<file path="src/rtl/config_chain_loader_pkg.sv">
// Shared types and sizing helpers for the configuration chain loader.
package config_chain_pkg;

    typedef enum logic [1:0] {
        IDLE      = 2'd0,
        WAIT_WORD = 2'd1,
        SHIFT     = 2'd2,
        FINISH    = 2'd3
    } state_t;

    // Host words needed to fill a chain of chain_len bits.
    function automatic int word_count(input int chain_len, input int word_w);
        return (chain_len + word_w - 1) / word_w;
    endfunction

    // Bits taken from the final host word; its upper bits are dropped.
    function automatic int last_word_bits(input int chain_len, input int word_w);
        return ((chain_len % word_w) == 0) ? word_w : (chain_len % word_w);
    endfunction

endpackage

</file>
<file path="src/rtl/config_chain_loader_if.sv">
// Host stream, chain head/tail and status signals of the configuration loader.
interface config_chain_loader_if #(
    parameter int WORD_W = 32
);
    logic              start;
    logic              word_valid;
    logic [WORD_W-1:0] word_data;
    logic              word_ready;
    logic              cfg_bit;
    logic              cfg_shift_en;
    logic              chain_out;
    logic              readback_valid;
    logic [WORD_W-1:0] readback_data;
    logic              busy;
    logic              done;

    modport master (
        output start, word_valid, word_data, chain_out,
        input  word_ready, cfg_bit, cfg_shift_en, readback_valid, readback_data, busy, done
    );

    modport slave (
        input  start, word_valid, word_data, chain_out,
        output word_ready, cfg_bit, cfg_shift_en, readback_valid, readback_data, busy, done
    );
endinterface

</file>
<file path="src/rtl/config_chain_loader_readback_deser.sv">
// Packs the bits leaving the chain tail into words, first bit at bit 0;
// flush closes a partial word with zeros in the unfilled upper bits.
module cfg_readback_deser
    import config_chain_pkg::*;
#(
    parameter int WORD_W = 32
) (
    input  logic              Config_Clock,
    input  logic              Config_Reset,
    input  logic              bit_in,
    input  logic              bit_en,
    input  logic              flush,
    output logic [WORD_W-1:0] data,
    output logic              valid
);
    localparam int CW = (WORD_W > 1) ? $clog2(WORD_W) : 1;

    logic [WORD_W-1:0] r_acc;
    logic [WORD_W-1:0] r_data;
    logic [CW-1:0]     r_cnt;
    logic              r_valid;
    logic [WORD_W-1:0] w_acc_next;
    logic              w_word_full;

    genvar gi;
    generate
        for (gi = 0; gi < WORD_W; gi++) begin : g_ins
            assign w_acc_next[gi] = (r_cnt == CW'(gi)) ? bit_in : r_acc[gi];
        end
    endgenerate

    assign w_word_full = (r_cnt == CW'(WORD_W - 1));

    always_ff @(posedge Config_Clock or posedge Config_Reset) begin
        if (Config_Reset) begin
            r_acc   <= '0;
            r_data  <= '0;
            r_cnt   <= '0;
            r_valid <= 1'b0;
        end else begin
            r_valid <= 1'b0;
            if (bit_en) begin
                if (flush || w_word_full) begin
                    r_data  <= w_acc_next;
                    r_valid <= 1'b1;
                    r_acc   <= '0;
                    r_cnt   <= '0;
                end else begin
                    r_acc <= w_acc_next;
                    r_cnt <= r_cnt + 1'b1;
                end
            end
        end
    end

    assign data  = r_data;
    assign valid = r_valid;

endmodule

</file>
<file path="src/rtl/config_chain_loader.sv">
// Streams host words LSB-first into the serial config chain, CHAIN_LEN bits in
// total, while the displaced tail bits are repacked into readback words.
module config_chain_loader
    import config_chain_pkg::*;
#(
    parameter int WORD_W    = 32,
    parameter int CHAIN_LEN = 64,
    parameter int CNT_W     = $clog2(CHAIN_LEN + 1)
) (
    input  logic Config_Clock,
    input  logic Config_Reset,
    config_chain_loader_if.slave bus
);
    localparam int WB_W = (WORD_W > 1) ? $clog2(WORD_W) : 1;

    state_t            r_state;
    state_t            w_next_state;
    logic [WORD_W-1:0] r_shreg;
    logic [WB_W-1:0]   r_word_bit;
    logic [CNT_W-1:0]  r_total_cnt;

    logic w_word_ready;
    logic w_shift_en;
    logic w_cfg_bit;
    logic w_done;
    logic w_last_shift;
    logic w_word_end;

    assign w_last_shift = (r_total_cnt == CNT_W'(CHAIN_LEN - 1));
    assign w_word_end   = (r_word_bit == WB_W'(WORD_W - 1));

    always_ff @(posedge Config_Clock or posedge Config_Reset) begin
        if (Config_Reset) begin
            r_state <= IDLE;
        end else begin
            r_state <= w_next_state;
        end
    end

    // Chain-facing strobes are combinational so the cells sample them on the
    // same edge that advances the shift register.
    always_comb begin
        w_next_state = r_state;
        w_word_ready = 1'b0;
        w_shift_en   = 1'b0;
        w_cfg_bit    = 1'b0;
        w_done       = 1'b0;
        case (r_state)
            IDLE: begin
                if (bus.start) w_next_state = WAIT_WORD;
            end
            WAIT_WORD: begin
                w_word_ready = 1'b1;
                if (bus.word_valid) w_next_state = SHIFT;
            end
            SHIFT: begin
                w_shift_en = 1'b1;
                w_cfg_bit  = r_shreg[0];
                if (w_last_shift)    w_next_state = FINISH;
                else if (w_word_end) w_next_state = WAIT_WORD;
            end
            FINISH: begin
                w_done       = 1'b1;
                w_next_state = IDLE;
            end
            default: w_next_state = IDLE;
        endcase
    end

    always_ff @(posedge Config_Clock or posedge Config_Reset) begin
        if (Config_Reset) begin
            r_shreg     <= '0;
            r_word_bit  <= '0;
            r_total_cnt <= '0;
        end else begin
            case (r_state)
                IDLE: begin
                    if (bus.start) r_total_cnt <= '0;
                end
                WAIT_WORD: begin
                    if (bus.word_valid) begin
                        r_shreg    <= bus.word_data;
                        r_word_bit <= '0;
                    end
                end
                SHIFT: begin
                    r_shreg     <= r_shreg >> 1;
                    r_word_bit  <= r_word_bit + 1'b1;
                    r_total_cnt <= r_total_cnt + 1'b1;
                end
                default: ;
            endcase
        end
    end

    cfg_readback_deser #(
        .WORD_W (WORD_W)
    ) u_deser (
        .Config_Clock (Config_Clock),
        .Config_Reset (Config_Reset),
        .bit_in       (bus.chain_out),
        .bit_en       (w_shift_en),
        .flush        (w_shift_en && w_last_shift),
        .data         (bus.readback_data),
        .valid        (bus.readback_valid)
    );

    assign bus.word_ready   = w_word_ready;
    assign bus.cfg_shift_en = w_shift_en;
    assign bus.cfg_bit      = w_cfg_bit;
    assign bus.done         = w_done;
    assign bus.busy         = (r_state != IDLE);

endmodule

</file>
<file path="src/flat_wrapper.sv">
// flat-port wrapper written by rule: the top's interface ports become plain ports
module config_chain_loader_flat import config_chain_pkg::*;
#(
    parameter int WORD_W    = 32,
    parameter int CHAIN_LEN = 64,
    parameter int CNT_W     = $clog2(CHAIN_LEN + 1)
)
  (Config_Clock, Config_Reset, bus_start, bus_word_valid, bus_word_data, bus_chain_out, bus_word_ready, bus_cfg_bit, bus_cfg_shift_en, bus_readback_valid, bus_readback_data, bus_busy, bus_done);
  config_chain_loader_if #(.WORD_W(WORD_W)) bus_i ();
  input  logic Config_Clock;
  input  logic Config_Reset;
  input wire logic [$bits(bus_i.start)-1:0] bus_start;
  input wire logic [$bits(bus_i.word_valid)-1:0] bus_word_valid;
  input wire logic [$bits(bus_i.word_data)-1:0] bus_word_data;
  input wire logic [$bits(bus_i.chain_out)-1:0] bus_chain_out;
  output wire logic [$bits(bus_i.word_ready)-1:0] bus_word_ready;
  output wire logic [$bits(bus_i.cfg_bit)-1:0] bus_cfg_bit;
  output wire logic [$bits(bus_i.cfg_shift_en)-1:0] bus_cfg_shift_en;
  output wire logic [$bits(bus_i.readback_valid)-1:0] bus_readback_valid;
  output wire logic [$bits(bus_i.readback_data)-1:0] bus_readback_data;
  output wire logic [$bits(bus_i.busy)-1:0] bus_busy;
  output wire logic [$bits(bus_i.done)-1:0] bus_done;
  assign bus_i.start = bus_start;
  assign bus_i.word_valid = bus_word_valid;
  assign bus_i.word_data = bus_word_data;
  assign bus_i.chain_out = bus_chain_out;
  assign bus_word_ready = bus_i.word_ready;
  assign bus_cfg_bit = bus_i.cfg_bit;
  assign bus_cfg_shift_en = bus_i.cfg_shift_en;
  assign bus_readback_valid = bus_i.readback_valid;
  assign bus_readback_data = bus_i.readback_data;
  assign bus_busy = bus_i.busy;
  assign bus_done = bus_i.done;
  config_chain_loader #(.WORD_W(WORD_W), .CHAIN_LEN(CHAIN_LEN), .CNT_W(CNT_W)) u_core (.Config_Clock(Config_Clock), .Config_Reset(Config_Reset), .bus(bus_i));
endmodule
</file>
<file path="config.mk">
export PLATFORM = sky130hd
export DESIGN_NAME = config_chain_loader_flat
export DESIGN_NICKNAME = d
export VERILOG_FILES = /design/src/rtl/config_chain_loader_pkg.sv /design/src/rtl/config_chain_loader_if.sv /design/src/rtl/config_chain_loader_readback_deser.sv /design/src/rtl/config_chain_loader.sv /design/src/flat_wrapper.sv
export SDC_FILE = /design/constraint.sdc
export NUM_CORES = 1
export LEC_CHECK = 0
export CORE_MARGIN = 10
export CORE_UTILIZATION = 60
export CTS_CLUSTER_SIZE = 24
export DETAILED_ROUTE_END_ITERATION = 8
export MAX_ROUTING_LAYER = met4
export PLACE_DENSITY = 0.86
export SYNTH_ARGS = -nofsm -noshare
export SYNTH_HDL_FRONTEND = slang
export SYNTH_HIERARCHICAL = 1
export SYNTH_SLANG_ARGS = --single-unit
export TNS_END_PERCENT = 30
</file>
<file path="constraint.sdc">
create_clock -name Config_Clock -period 5.9 [get_ports Config_Clock]
set_input_delay 0.885 -clock Config_Clock [delete_from_list [all_inputs] [get_ports Config_Clock]]
set_output_delay 0.885 -clock Config_Clock [all_outputs]
set_load 0.01 [all_outputs]
</file>
### After elaboration in Yosys (flattened, before gate mapping)

Index checks and enable logic that the tools add are counted.
W data, S select, Z words.

* memories: 0
* bits in writable memories: 0
* logic and storage cells: 112
* bits in latches: 0
* input port bits: 37
* output and inout port bits: 38
* flip-flop bits (word level): 116
* ROM bits: 0

* muxes and demuxes: 51
* $mul: 0
* divide/modulo/power cells: 0
* equality and inequality tests: 39
* reductions and logical operators: 11
* add/subtract/negate cells: 3
* $lt $le $gt $ge: 0
* shifts and indexed selects: 0
* bitwise operators: 0

Operators with widths (count)
* $eq A5 B5 Y1 const B: 17
* $mux W32: 2
* $pmux W32 S2: 1
* $eq A5 B4 Y1 const B: 8
* $mux W1: 38
* $eq A5 B3 Y1 const B: 4
* $pmux W7 S2: 1
* $add A5 B1 Y5 const B: 2
* $eq A5 B2 Y1 const B: 2
* $mux W5: 2
* $pmux W5 S2: 1
* $mux W2: 4
* $pmux W2 S4: 1
* $add A7 B1 Y7 const B: 1
* $eq A7 B6 Y1 const B: 1
* $mux W7: 1
* $reduce_and A2 Y1: 3
* $reduce_bool A2 Y1: 3
* $eq A5 B1 Y1 const B: 1
* $logic_not A5 Y1: 1
* $eq A2 B2 Y1 const B: 2
* $ne A2 B2 Y1 const B: 2
* $ne A3 B1 Y1 const B: 1
* $reduce_and A3 Y1: 1
* other kinds (4): 4

### Depth between registers and ports, before layout

Gate-level depths: netlist of the first run.

* depth after elaboration: 6
* depth in mapped cells: 9
* gate-level depth less buffers: 7

### Modules after synthesis

Netlist of the first run, hierarchy kept.

By module, submodules not included
* cfg_readback_deser: sequential area each 1751.7 um^2, cells each 331, area each 3550.9 um^2, times used 1
* config_chain_loader: sequential area each 1151.1 um^2, cells each 223, area each 2283.4 um^2, times used 1

### Worst setup path before layout of the first run

No wires, ideal clock.

* path type: reg-to-reg
* from: register u_core.r_total_cnt[0]
* to: register u_core.u_deser.r_acc[10]
* period minus slack after synthesis: 2.095 ns
* setup slack: 3.805 ns
* path buffers: 2
* required time: 5.779 ns
* stages on the path, launching flop included: 10
* setup time: 0.121 ns
* data arrival time: 1.974 ns
* cells stage by stage: dfrtp_1 -> ha_1 -> nand3_1 -> or3_1 -> nor2_1 -> nor2_2 -> and3_1 -> buf_4 -> buf_6 -> a22o_1

* cells in the longest elaborated chain, start to end: 4

Ends and longest elaborated chain
* start, declared: line config_chain_loader.sv:20 `logic [CNT_W-1:0] r_total_cnt;`
* start signal, assigned: line config_chain_loader.sv:89 `r_total_cnt <= r_total_cnt + 1'b1;`
* $eq A7 B6 Y1: line config_chain_loader.sv:29 `assign w_last_shift = (r_total_cnt == CNT_W'(CHAIN_LEN - 1));`
* $logic_and A1 B1 Y1: line config_chain_loader.sv:103 `.flush (w_shift_en && w_last_shift),`
* $logic_or A1 B1 Y1: line config_chain_loader_readback_deser.sv:43 `if (flush || w_word_full) begin`
* $mux W32: line config_chain_loader_readback_deser.sv:43
* end signal, assigned: line config_chain_loader_readback_deser.sv:49 `r_acc <= w_acc_next;`
* end, declared: line config_chain_loader_readback_deser.sv:18 `logic [WORD_W-1:0] r_acc;`

Every way passes these cells.
A chain may end at the register's enable or synchronous reset.

### Worst setup path in the final report of the first run

* from: register u_core.r_state[0]
* to: output port bus_cfg_shift_en

* cells in the longest elaborated chain, start to end: 2

Ends and longest elaborated chain
* start, declared: line config_chain_loader.sv:16 `state_t r_state;`
* start signal, assigned: line config_chain_loader.sv:36 `r_state <= w_next_state;`
* $eq A2 B2 Y1: line config_chain_loader.sv:48 `case (r_state)`
* $mux W1: line config_chain_loader.sv:48
* end, declared: line flat_wrapper.sv:18 `output wire logic [$bits(bus_i.cfg_shift_en)-1:0] bus_cfg_shift_en;`

Every way passes these cells.

==> reports/results.tsv, run 1 <==
metric	value	unit
core	9370	µm²
final_cell_mix	116 x dfrtp_1, 74 x clkdlybuf4s50_1, 69 x mux2i_1	
cap_violations	0	
ios	75	
gp_congestion	0.806	
path_buf_inv	3	
end_kind	output port	
yosysUniqueCellTypes	41	
slowest_stage	clkdlybuf4s50_1	
period_share	0.617	
row_count	35	
drive_above_1_share	0.0998	
clockPowerShare	0.331	
clkTransAtPathRegs	0.06	ns
cts_tree	yes	
peakVddDrop	0.269	mV
grt_max_degree	71	
h-tree-depth	4	
crit_arrival	2.75	ns
drc	0	
syn_nets	600	
design_area	7160	µm²
p_comb_frac	0.282	
clkLatencyLatePin	0.51	ns
finalNonFillerCells	750	
wl	13.5	mm
hpwl	8.23	mm
dp_cells	719	
required	5.02	ns
antenna_found_initial	0	
p_sw_frac	0.336	
rrSetupSlack	2.78	ns
power.internal	2.11	mW
path_class	register to output port	
cts_hold_buf	0	
die_area	14100	µm²
setup_viol_count_final	0	
syn_area_per_cell	10.5	µm²
p_per_area	443	nW/µm²
timing.final.max_slew_violations	0	
area_growth	22.7	%
cp_max_fo	35	
layout_min_cycle_time	3.64	ns
track_usage	0.198	
syn_area	5830	µm²
p_seq_frac	0.388	
post_cts_resized	0	
ys_ff_latch	116	
final_hold_viol_count	0	
die_w	119	µm
root_buffer	clkbuf_8	
num_vias	4485	
max_freq	0.275	GHz
portBuffers	74	
clock_skew	0.00671	ns
p_switching	1.07	mW
crit_chain	nand2b_2 > inv_2 > buf_4 > clkdlybuf4s50_1	
worst_pin_slew	1.07	ns
clock_sinks	116	
num-nets-final	655	
start_util	0.623	
synthFlopType	dfrtp_1	
drt_iter0_markers	315	
slew_headroom	0.284	
cts.path.max_buffers	2	
fp.dieH	119	µm
critPathMaxStageDelay	0.62	ns
grt_overflow	0	
outcome	completed	
hold_path_class	register to register	
via_per_inst	5.98	
p_leak	3.30	nW
grt_pass1_vias	4584	
crit_family	buffers and inverters	
yosys_warnings	6	
layout_commonest_cell	dfrtp_1	
setup_tns	0	ns
drt-pass1-iter-count	6	
placed_area	6550	µm²
postCtsSetupBuffers	0	
syn_inst	554	
start_kind	register	
rsz0062_at_grt	false	
ant_nets	0	
grt_pass1_wl	22.8	mm
yosysSeqAreaShare	0.498	
async_reset_ff_frac	1.00	
wl_per_cell	18.0	µm
synth_edf_count	0	
antennaDiodeCount	0	
cts_buffers	17	
-- worst paths after layout --
check,start,to,cells past startpoint
worst max-delay path,u_core/r_state[0]$_DFFE_PP0P_,bus_cfg_shift_en,4
worst min-delay path,u_core/u_deser/data[22]$_DFFE_PP0P_,u_core/u_deser/data[22]$_DFFE_PP0P_,2
worst max register to register,u_core/r_state[0]$_DFFE_PP0P_,u_core/u_deser/r_acc[25]$_DFFE_PP0P_,6
worst min register to register,u_core/u_deser/data[22]$_DFFE_PP0P_,u_core/u_deser/data[22]$_DFFE_PP0P_,2
max in group asynchronous,Config_Reset,u_core/u_deser/r_acc[4]$_DFFE_PP0P_,3
min in group asynchronous,Config_Reset,u_core/r_total_cnt[3]$_DFFE_PP0P_,3
-- layer usage --
| metal | up-vias | global-route usage | part of all wire | routed length, µm |
|---|---|---|---|---|
| li1 | 2104 | - | - | - |
| met2 | 151 | 0.312 | 0.49 | 6610 |
| met4 | 0 | 0.0763 | 0.026 | 352 |
| met3 | 36 | 0.0590 | 0.051 | 690 |
| met1 | 2194 | 0.234 | 0.43 | 5860 |
| met5 | - | - | 0 | 0 |
-- flip-flops by register name, indices dropped and copies added, names as in the netlist --
| name | cells |
|---|---|
| u_core/r_shreg | 32 |
| u_core/r_total_cnt | 7 |
| u_core/u_deser/r_cnt | 5 |
| u_core/u_deser/data | 32 |
| u_core/r_word_bit | 5 |
| u_core/u_deser/r_acc | 32 |
| u_core/r_state | 2 |
| u_core/u_deser/valid | 1 |
-- Yosys cell counts, types with 4 or more instances --
library cell / number / share of area
dfrtp_1: 116 / 0.50
mux2i_1: 69 / 0.12
nand2_1: 46 / 0.030
o21ai_0: 45 / 0.039
o21ai_1: 45 / 0.039
nand3_1: 40 / 0.034
buf_2: 23 / 0.020
inv_1: 23 / 0.015
a22o_1: 20 / 0.030
o22ai_1: 15 / 0.016
a21boi_0: 14 / 0.018
clkbuf_1: 13 / 0.0084
and4bb_2: 12 / 0.026
nand4b_1: 11 / 0.017
ha_1: 9 / 0.019
nor2_1: 6 / 0.0039
buf_6: 5 / 0.0096
buf_4: 4 / 0.0051
nand4_1: 4 / 0.0043
nor4b_4: 4 / 0.016
-- logic make-up (layout without fill, tap and decap cells) --
kind of cell | count (synthesis) | in the layout | share of synthesized area
AOI/OAI and AO/OA | 148 | 148 | 0.153
xor gates and xnor gates | 2 | 2 | 0.00300
adders and majority gates | 9 | 9 | 0.0193
buffers and inverters | 70 | 137 | 0.0592
DFF | 116 | 116 | 0.498
muxes | 69 | 69 | 0.118
and+or+nand+nor | 140 | 140 | 0.150
-- power groups by stage --
stage                     Sequential [mW]  Combinational [mW]  Clock [mW]
after global routing                 1.26               0.986        1.10
after floorplan                      1.12               0.782           0
after global placement               1.21               0.843           0
after CTS                            1.23               0.898        1.06
final                                1.23               0.894        1.05
after detailed placement             1.23               0.880           0
-- per-stage QoR --
stage                     hold WS (ns)  utilization  total power [mW]  setup slack (ns)
after CTS                        0.482        0.764              3.19              2.26
after global placement           0.460        0.699              2.05              2.89
after floorplan                  0.453            -              1.90              3.25
after global routing             0.505        0.764              3.34              2.13
final                            0.474        0.764              3.18              2.26
after detailed placement         0.470        0.699              2.11              2.85
-- area by class of cell --
cell class / count / area (µm²)
clock inverters: 9 / 125
clock buffers: 22 / 483
inverters: 24 / 90.1
flip-flops and latches: 116 / 2900
multi-input cells: 368 / 2600
well taps: 129 / 161
fillers: 599 / 2210
repair buffers: 82 / 801
-- tightest hold or removal path, cell delays in order, from the launching register on --
cell,delay [ns]
dfrtp_1,0.34
nand2_1,0.04
o21ai_0,0.06
Power figures use the tool's default switching activity.
==> run 2, diff against run 1 <==
--- a/config.mk
+++ b/config.mk
@@ -6,11 +6,11 @@
 export NUM_CORES = 1
 export LEC_CHECK = 0
 export CORE_MARGIN = 10
-export CORE_UTILIZATION = 60
+export CORE_UTILIZATION = 56
 export CTS_CLUSTER_SIZE = 24
 export DETAILED_ROUTE_END_ITERATION = 8
 export MAX_ROUTING_LAYER = met4
-export PLACE_DENSITY = 0.86
+export PLACE_DENSITY = 0.81
 export SYNTH_ARGS = -nofsm -noshare
 export SYNTH_HDL_FRONTEND = slang
 export SYNTH_HIERARCHICAL = 1
==> constraint.sdc (replaced) <==
create_clock -name Config_Clock -period 3.8 [get_ports Config_Clock]
set_input_delay 0.57 -clock Config_Clock [delete_from_list [all_inputs] [get_ports Config_Clock]]
set_output_delay 0.57 -clock Config_Clock [all_outputs]
set_load 0.01 [all_outputs]
==> reports/results.tsv, run 2 (synthesis results as in run 1) <==
metric	value	unit
crit_family	buffers and inverters	
root_buffer	clkbuf_8	
row_count	37	
slowest_stage	clkdlybuf4s50_1	
drc	0	
die_area	14900	µm²
p_switching	1.69	mW
h-tree-depth	4	
timing.final.max_slew_violations	0	
grt_pass1_vias	4538	
drt-pass1-iter-count	5	
finalNonFillerCells	760	
cap_violations	0	
setup_tns	0	ns
grt_pass1_wl	22.0	mm
fp.dieH	122	µm
outcome	completed	
wl	13.1	mm
cp_max_fo	21	
via_per_inst	5.94	
crit_chain	nand2b_2 > inv_2 > and2_1 > clkdlybuf4s50_1	
path_class	register to output port	
clkLatencyLatePin	0.51	ns
drt_iter0_markers	313	
path_buf_inv	2	
period_share	0.780	
postCtsSetupBuffers	0	
multi_input_area	2600	µm²
num-nets-final	657	
area_growth	23.5	%
clock_skew	0.00774	ns
ant_nets	0	
required	3.23	ns
peakVddDrop	0.431	mV
start_util	0.570	
cts_hold_buf	0	
ios	75	
wl_per_cell	17.2	µm
layout_commonest_cell	dfrtp_1	
layout_min_cycle_time	2.96	ns
portBuffers	74	
track_usage	0.186	
dp_slack	0.944	ns
final_hold_viol_count	0	
p_seq_frac	0.376	
grt_overflow	0	
drive_above_1_share	0.104	
final_cell_mix	116 x dfrtp_1, 74 x clkdlybuf4s50_1, 69 x mux2i_1	
grt_max_degree	59	
hpwl	8.25	mm
end_kind	output port	
clockPowerShare	0.332	
power.internal	3.25	mW
max_freq	0.337	GHz
setup_viol_count_final	0	
power	4.94	mW
post_cts_resized	0	
critPathMaxStageDelay	0.53	ns
core	10200	µm²
cts_tree	yes	
p_comb_frac	0.292	
start_kind	register	
fill_cells	715	
seq_area	2900	µm²
dp_cells	728	
p_per_area	685	nW/µm²
num_vias	4513	
cts_buffers	17	
p_sw_frac	0.342	
whs	0.478	ns
gp_congestion	0.834	
antennaDiodeCount	0	
clock_sinks	116	
cts.path.max_buffers	2	
rsz0062_at_grt	false	
p_leak	3.30	nW
setup_ws	0.837	ns
clkTransAtPathRegs	0.06	ns
crit_arrival	2.39	ns
hold_path_class	register to register	
antenna_found_initial	0	
slew_headroom	0.251	
die_w	122	µm
worst_pin_slew	1.12	ns
-- run 2: changes by cell type in the layout (fill, tap and decap cells not counted) --
cell        before  now
clkinv_2         4    0
clkinv_1         0    1
inv_1           22   21
clkbuf_8         6    3
buf_4            8    9
inv_6            0    3
clkinv_4         0    4
buf_12           0    1
clkinvlp_4       2    3
-- run 2: area by class of cell --
class	count	share of cell area
inverter	24	0.0125
sequential	116	0.403
clock inverter	13	0.0241
clock buffer	19	0.0613
tap	136	0.0236
multi-input combinational	368	0.361
timing repair buffer	84	0.115
-- run 2: final timing paths --
| kind | startpoint | to | slack (ns) | depth (start not counted) |
|---|---|---|---|---|
| hold / removal | u_core/u_deser/data[21]$_DFFE_PP0P_ | u_core/u_deser/data[21]$_DFFE_PP0P_ | 0.48 | 2 |
| hold reg to reg | u_core/u_deser/data[21]$_DFFE_PP0P_ | u_core/u_deser/data[21]$_DFFE_PP0P_ | 0.48 | 2 |
| min in group asynchronous | Config_Reset | u_core/u_deser/r_acc[20]$_DFFE_PP0P_ | 0.58 | 2 |
| setup / recovery | u_core/r_state[0]$_DFFE_PP0P_ | bus_cfg_bit | 0.84 | 4 |
| setup reg to reg | u_core/r_state[0]$_DFFE_PP0P_ | u_core/u_deser/data[16]$_DFFE_PP0P_ | 0.92 | 6 |
| max in group asynchronous | Config_Reset | u_core/u_deser/data[1]$_DFFE_PP0P_ | 2.57 | 3 |
-- run 2: metrics by stage --
| step | cell area, µm² | utilization |
|---|---|---|
| after detailed placement | 6590 | 0.644 |
| final | 7200 | 0.704 |
| after floorplan | 5830 | - |
| after CTS | 7200 | 0.704 |
| after global routing | 7200 | 0.704 |
| after global placement | 6590 | 0.644 |
-- run 2: power by group through the flow --
stage	clock [mW]	sequential, mW	combinational (mW)
floorplan	0	1.73	1.21
global placement	0	1.84	1.37
detailed placement	0	1.85	1.43
CTS	1.66	1.85	1.44
global route	1.73	1.90	1.59
finish	1.64	1.85	1.44
-- run 2: tightest hold or removal path, stage by stage, from the launching register on --
cell and delay, ns:
dfrtp_1 0.34, nand2_1 0.04, o21ai_0 0.06
-- run 2: layer usage --
layer  share of wire  global-route usage
met1            0.44               0.231
met2            0.49               0.294
met3           0.055              0.0430
met4           0.011              0.0596
met5               0                   -
